### src/rtl/adder_seq_ctrl.sv
// adder_seq_ctrl: WIDTH-bit adder that reuses one 16-bit slice adder over WIDTH/16 cycles
module adder_16bit (
    input  logic [15:0] a_i,
    input  logic [15:0] b_i,
    input  logic        cin_i,
    output logic [15:0] sum_o,
    output logic        cout_o
);
    assign {cout_o, sum_o} = {1'b0, a_i} + {1'b0, b_i} + {16'd0, cin_i};
endmodule

module adder_seq_ctrl #(
    parameter int WIDTH = 64
) (
    input  logic             clk_i,
    input  logic             rst_ni,
    input  logic             start_valid_i,
    output logic             start_ready_o,
    input  logic [WIDTH-1:0] A_i,
    input  logic [WIDTH-1:0] B_i,
    input  logic             cin_i,
    output logic             res_valid_o,
    input  logic             res_ready_i,
    output logic [WIDTH-1:0] SUM_o,
    output logic             cout_o,
    output logic             ovf_o,
    output logic             busy_o
);
    localparam int NSLICE = WIDTH / 16;
    localparam int IW = (NSLICE > 1) ? $clog2(NSLICE) : 1;

    if (WIDTH % 16 != 0 || WIDTH < 16) begin : g_width_chk
        $error("adder_seq_ctrl: WIDTH must be a multiple of 16 and >= 16");
    end

    typedef enum logic [1:0] {IDLE, RUN, DONE} state_e;

    state_e           state_q, state_d;
    logic [IW-1:0]    idx_q, idx_d;
    logic             carry_q, carry_d;
    logic             cout_q, cout_d;
    logic             ovf_q, ovf_d;
    logic [WIDTH-1:0] a_q, a_d;
    logic [WIDTH-1:0] b_q, b_d;
    logic [WIDTH-1:0] sum_q, sum_d;
    logic [15:0]      sl_a, sl_b, sl_sum;
    logic             sl_cout;
    logic             last;

    adder_16bit u_add (
        .a_i    (sl_a),
        .b_i    (sl_b),
        .cin_i  (carry_q),
        .sum_o  (sl_sum),
        .cout_o (sl_cout)
    );

    assign last          = idx_q == IW'(NSLICE - 1);
    assign start_ready_o = state_q == IDLE;
    assign res_valid_o   = state_q == DONE;
    assign busy_o        = state_q != IDLE;
    assign SUM_o         = sum_q;
    assign cout_o        = cout_q;
    assign ovf_o         = ovf_q;

    // select the operand slice addressed by the current index
    always_comb begin
        sl_a = '0;
        sl_b = '0;
        for (int i = 0; i < NSLICE; i++) begin
            if (idx_q == IW'(i)) begin
                sl_a = a_q[16*i +: 16];
                sl_b = b_q[16*i +: 16];
            end
        end
    end

    // sequencing FSM and per-slice datapath update
    always_comb begin
        state_d = state_q;
        idx_d   = idx_q;
        carry_d = carry_q;
        cout_d  = cout_q;
        ovf_d   = ovf_q;
        a_d     = a_q;
        b_d     = b_q;
        sum_d   = sum_q;
        case (state_q)
            IDLE: begin
                if (start_valid_i) begin
                    a_d     = A_i;
                    b_d     = B_i;
                    carry_d = cin_i;
                    idx_d   = '0;
                    state_d = RUN;
                end
            end
            RUN: begin
                for (int i = 0; i < NSLICE; i++) begin
                    if (idx_q == IW'(i)) sum_d[16*i +: 16] = sl_sum;
                end
                carry_d = sl_cout;
                idx_d   = last ? '0 : idx_q + IW'(1);
                if (last) begin
                    state_d = DONE;
                    cout_d  = sl_cout;
                    ovf_d   = (a_q[WIDTH-1] == b_q[WIDTH-1]) && (sl_sum[15] != a_q[WIDTH-1]);
                end
            end
            DONE: state_d = res_ready_i ? IDLE : DONE;
            default: state_d = IDLE;
        endcase
    end

    // state and datapath registers with synchronous active-low reset
    always_ff @(posedge clk_i) begin
        if (!rst_ni) begin
            state_q <= IDLE;
            idx_q   <= '0;
            carry_q <= 1'b0;
            cout_q  <= 1'b0;
            ovf_q   <= 1'b0;
            a_q     <= '0;
            b_q     <= '0;
            sum_q   <= '0;
        end else begin
            state_q <= state_d;
            idx_q   <= idx_d;
            carry_q <= carry_d;
            cout_q  <= cout_d;
            ovf_q   <= ovf_d;
            a_q     <= a_d;
            b_q     <= b_d;
            sum_q   <= sum_d;
        end
    end
endmodule

### config.mk
export PLATFORM = sky130hd
export DESIGN_NAME = adder_seq_ctrl
export DESIGN_NICKNAME = d
export VERILOG_FILES = /design/src/rtl/adder_seq_ctrl.sv
export SDC_FILE = /design/constraint.sdc
export NUM_CORES = 1
export LEC_CHECK = 0
export ABC_CLOCK_PERIOD_IN_PS = 6900
export BUFFER_PORTS_ARGS = -buffer_cell sky130_fd_sc_hd__buf_2
export CAP_MARGIN = 10
export CORE_ASPECT_RATIO = 1.4
export CORE_UTILIZATION = 41
export CTS_BUF_LIST = sky130_fd_sc_hd__clkbuf_2
export DETAILED_ROUTE_END_ITERATION = 7
export HOLD_SLACK_MARGIN = 0.06
export MAX_ROUTING_LAYER = met4
export PLACE_DENSITY_LB_ADDON = 0.25
export SLEW_MARGIN = 5
export SYNTH_ARGS = -nofsm -noshare
export SYNTH_HDL_FRONTEND = slang
export SYNTH_SLANG_ARGS = --single-unit
### constraint.sdc
create_clock -name clk_i -period 6.9 [get_ports clk_i]
set_input_delay 1.035 -clock clk_i [delete_from_list [all_inputs] [get_ports clk_i]]
set_output_delay 1.035 -clock clk_i [all_outputs]
set_load 0.02 [all_outputs]
-- Word level (Yosys, flattened, before mapping)
Cells that the tools add are included.
W data, S select, Z words.
- register bits after elaboration: 199
- input bits: 133
- output and inout bits: 69
- word-level logic and storage cells: 52
- $add $sub $neg: 3
- equal/unequal tests: 9
- multiplexer cells: 17
- reductions and logical operators: 12
- operators by type and width (operator ; number):
    $mux W16 ; 8
    $add A16 B16 Y17 ; 1
    $add A17 B1 Y17 ; 1
    $reduce_and A2 Y1 ; 7
    $mux W2 ; 5
    $eq A2 B2 Y1 const B ; 3
    $pmux W2 S3 ; 1
    $eq A2 B1 Y1 const B ; 2
    $logic_not A2 Y1 ; 2
    $ne A2 B2 Y1 const B ; 2
    $pmux W2 S2 ; 1
    $reduce_bool A2 Y1 ; 2
    $add A2 B1 Y2 const B ; 1
    $pmux W1 S2 ; 1
    $eq A1 B1 Y1 ; 1
    $logic_and A1 B1 Y1 ; 1
    $mux W1 ; 1
    $ne A1 B1 Y1 ; 1

-- Longest topological paths before layout
- depth after elaboration: 9
- gate-level depth with buffers: 18
- depth with buffers taken out: 15

-- Modules after synthesis
A second synthesis with hierarchy kept.
- cell total of the unflattened synthesis: 1136
- area total of the unflattened synthesis: 9311.4 µm²
- by module, submodules not included (module ; instances ; cells each ; area an instance (µm²) ; seq. area each (µm²)):
    adder_seq_ctrl ; 1 ; 1035 ; 8520.7 ; 3983.8
    adder_16bit ; 1 ; 101 ; 790.8 ; 0.0

-- Least setup slack after synthesis
OpenSTA, ideal clock, no wires.
- kind: register -> register
- start: reg idx_q[0]
- end: reg sum_q[62] (netlist: SUM_o[62])
- library setup time: 0.126 ns
- arrival time: 3.340 ns
- required time: 6.774 ns
- path slack: 3.434 ns
- stages on the path, launching flop included: 18
- path buffers: 2
- period minus slack after synthesis: 3.466 ns
- cell sequence: dfxtp_1 inv_1 ha_1 clkbuf_1 clkbuf_1 nand2_1 nor2_1 a21oi_1 o21ai_0 mux2i_1 fa_1 fa_1 nor2b_1 o2111a_2 o31ai_4 a21oi_4 mux2i_1 a21oi_1
- word-level cells in the longest chain between the ends: 7
- ends and longest elaborated chain (what ; line ; source):
    from (decl) ; 39 ; logic [IW-1:0] idx_q, idx_d;
    from (signal assigned) ; 128 ; idx_q <= idx_d;
    $logic_not A2 Y1 ; 71 ; if (idx_q == IW'(i)) begin
    $mux W16 (4 in a row) ; 71 ;
    $add A16 B16 Y17 ; 9 ; assign {cout_o, sum_o} = {1'b0, a_i} + {1'b0, b_i} + {16'd0, cin_i};
    $add A17 B1 Y17 ; 9 ;
    to (signal assigned) ; 134 ; sum_q <= sum_d;
    to (decl) ; 45 ; logic [WIDTH-1:0] sum_q, sum_d;
Parallel ways exist; a longest one is shown, timed or not.
A chain may end at the register's enable or synchronous reset.

-- Worst setup path after layout
- start: reg idx_q[0]
- end: reg sum_q[46] (netlist: SUM_o[46])
Same word-level chain as after synthesis.

==> out/qor.csv <==
stage,metric,value,unit
die,start_util,0.418,
logic_synthesis,syn_area,0.00945,mm^2
logic_synthesis,synth-seq-cells,199,
finish,drive_above_1_share,0.186,
cts,cts_setup_buffers,0,
drt,totalWireLength,26300,um
logic_synthesis,ys_async_sr_fraction,0,
global_route,grt_pass1_vias,7989,
power,ir_worst_vdd,0.000111,V
cts,clkTransAtPathRegs,0.30,ns
drt,wl_per_cell,15.4,um
global_route,grt-ovfl-total,0,
min_path,whs_path_depth,3,
placed_design,hpwl,19300,um
timing,setup_viol,0,
flow_run,maxCapViolCount,0,
drt,drtAntennaViolNets,0,
die,fp-row-count,65,
logic_synthesis,syn_inst,1253,
cts,htreeDepth,4,
drt,via_per_inst,5.04,
finish,stdcell_count,1702,
cts,cts_buffers,17,
critical_path,reg2reg_setup_slack,2.83,ns
die,dieArea,0.0237,mm^2
critical_path,cp.arrival,4.72,ns
critical_path,reg2reg_from,idx_q[0],
power,powerDensity,207,mW/mm^2
timing,slew_headroom,0.301,
critical_path,reg2reg_to,SUM_o[46],
finish,fillers,2411,
global_route,grt_pass1_wl,41500,um
drt,drc_errors,0,
logic_synthesis,netlist.area_leader.share,0.421,
cts,ctsResizeCount,0,
min_path,hold_path_class,in2reg,
timing,skew,0.0504,ns
timing,drv_slew,0,
power,leakage,4.55,nW
logic_synthesis,synth_nets,1407,
timing,finalHoldViolations,0,
die,top_level_ports,202,
logic_synthesis,synth_area_leaders,"dfxtp_1 (42%), nand2_1 (16%), a21boi_0 (12%)",
cts,hold_buffers,0,
logic_synthesis,yosysUniqueCellTypes,53,
cts,cts_tree,built,
power,combPwrFrac,0.168,
min_path,min_to,b_q[4],
logic_synthesis,ys_seq_area_frac,0.421,
cts,clock_latency,0.80,ns
placed_design,dpl.cell_count,1669,
drt,dr.pass1.iters,4,
timing,worst_pin_slew,1.05,ns
critical_path,worst_setup_path_start_kind,register,
power,seq_power_share,0.556,
timing,clock.fmax,246,MHz
global_route,grt_max_degree,96,
finish,final_common_cell,nand2_1,
logic_synthesis,yosys.area.top_type,dfxtp_1,
placed_design,place_congestion,0.956,
power,clkPwrFrac,0.276,
die,core_area,0.0226,mm^2
drt,dr_total_vias,8578,
critical_path,required,7.55,ns
drt,drt-initial-drc-count,441,
logic_synthesis,synth_edf_count,0,
logic_synthesis,synth.avg_cell_area,7.54,um^2
finish,mostFrequentLayoutCells,"nand2_1 (412), buf_2 (200), dfxtp_1 (199)",
critical_path,cp_max_fo,64,
critical_path,r2r_cells,13,
placed_design,io_buffer_count,201,
cts,cts_buffer_depth,2,
min_path,hold_start,B_i[4],
logic_synthesis,ys.flop_type,dfxtp_1,
die,die_w,130,um
critical_path,criticalPathCategory,reg2reg,
timing,fin_tns_setup,0,ns
timing,post-route-period-util,0.590,
cts,clock-sinks,199,
global_route,track_usage,0.235,
power,p_int,1.55,mW
power,p_switching,0.681,mW
cts,cts_root_buf,clkbuf_2,
timing,rsz0062_at_grt,false,
finish,area_delta_synth_final,14.2,%
critical_path,critPathCaptureType,register,
global_route,antenna_found_initial,1,
timing,min_period,4.07,ns
logic_synthesis,ys_warn_count,0,
finish,fin_nets,1541,
die,die_h,182,um
power,p_sw_frac,0.305,
run_status,status,completed,
[state kept, by name (all words and copies together) (netlist names)]
register and flops:
cout_o 1, ovf_o 1, carry_q 1, a_q 64
idx_q 2, b_q 64, SUM_o 64, state_q 2
[Yosys cell counts, types with 2 or more instances]
master,number
a21o_1,3
o21a_1,4
nor3b_1,4
a2111oi_0,2
ha_1,19
o211ai_1,2
nor2_1,80
or3_1,4
buf_2,20
a21oi_1,82
xnor2_1,5
nor4_1,2
o21ai_1,16
dfxtp_1,199
nand3b_1,4
o211a_1,9
a21oi_2,3
o311ai_0,4
a21boi_1,8
fa_1,2
mux2_2,4
mux2i_1,4
o21ai_2,2
clkbuf_1,68
a21boi_0,149
nand2_1,413
and2_1,8
and2_0,2
nor3_1,9
inv_1,7
a311o_1,5
o21ai_0,42
buf_1,5
nor2b_1,6
nand3_1,33
nand2b_1,7
[cell families after synthesis]
kind of cell	Yosys count	synth area share
adders and majority gates	21	0.0294
buffers and inverters	101	0.0432
muxes	8	0.00900
xor gates and xnor gates	7	0.00728
DFF	199	0.421
and+or+nand+nor	578	0.249
AOI/OAI and AO/OA	339	0.241
[worst max-delay path, cell delays in order (launching register included)]
cell and delay [ns]:
dfxtp_1 0.48, ha_2 0.22, buf_4 0.50, a21oi_1 0.13, o21ai_0 0.17, mux2i_1 0.12, fa_1 0.48, fa_1 0.42
nor2b_1 0.17, o2111a_2 0.29, o31ai_4 0.08, a21oi_4 0.28, mux2i_1 0.43, a21oi_1 0.12
[per-layer routing]
metal,vias up,share of wire,track usage
met4,0,0.024,0.0753
met5,-,0,-
met1,3912,0.44,0.282
met3,34,0.037,0.0354
li1,4436,-,-
met2,196,0.50,0.396
[through the flow]
step                      utilization  total power, mW  setup WS, ns  hold slack, ns  instance area, um^2
after global placement          0.466             1.64          3.02           0.439                10500
after global routing            0.477             2.35          2.52           0.352                10800
after floorplan                     -             1.51          3.43           0.443                 9450
after CTS                       0.477             2.25          2.80           0.380                10800
final                           0.477             2.23          2.83           0.433                10800
after detailed placement        0.466             1.64          2.86           0.445                10500
[area by class of cell]
cell class | instances | area [um^2] | area share
Clock inverter | 15 | 175 | 0.0162
Multi-Input combinational cell | 953 | 5080 | 0.470
Sequential cell | 199 | 3980 | 0.369
Inverter | 7 | 26.3 | 0.00243
Clock buffer | 17 | 85.1 | 0.00788
Timing Repair Buffer | 209 | 1070 | 0.0990
Antenna cell | 1 | 2.50 | 0.000232
Tap cell | 301 | 377 | 0.0349
[power groups by stage]
| stage | combinational [mW] | clock (mW) | sequential (mW) |
|---|---|---|---|
| 6_report | 0.375 | 0.615 | 1.24 |
| 5_1_grt | 0.425 | 0.675 | 1.25 |
| 4_1_cts | 0.379 | 0.633 | 1.24 |
| 3_5_place_dp | 0.378 | 0 | 1.26 |
| 3_3_place_gp | 0.375 | 0 | 1.26 |
| 2_1_floorplan | 0.246 | 0 | 1.26 |
[worst max path at each step]
stage                        start        end  slack, ns
after floorplan           idx_q[0]  SUM_o[62]       3.43
after global routing      idx_q[1]  SUM_o[46]       2.52
after detailed placement  idx_q[0]  SUM_o[46]       2.86
after global placement    idx_q[0]  SUM_o[62]       3.02
after CTS                 idx_q[0]  SUM_o[46]       2.80
final                     idx_q[0]  SUM_o[46]       2.83
Power figures use the tool's default switching activity.
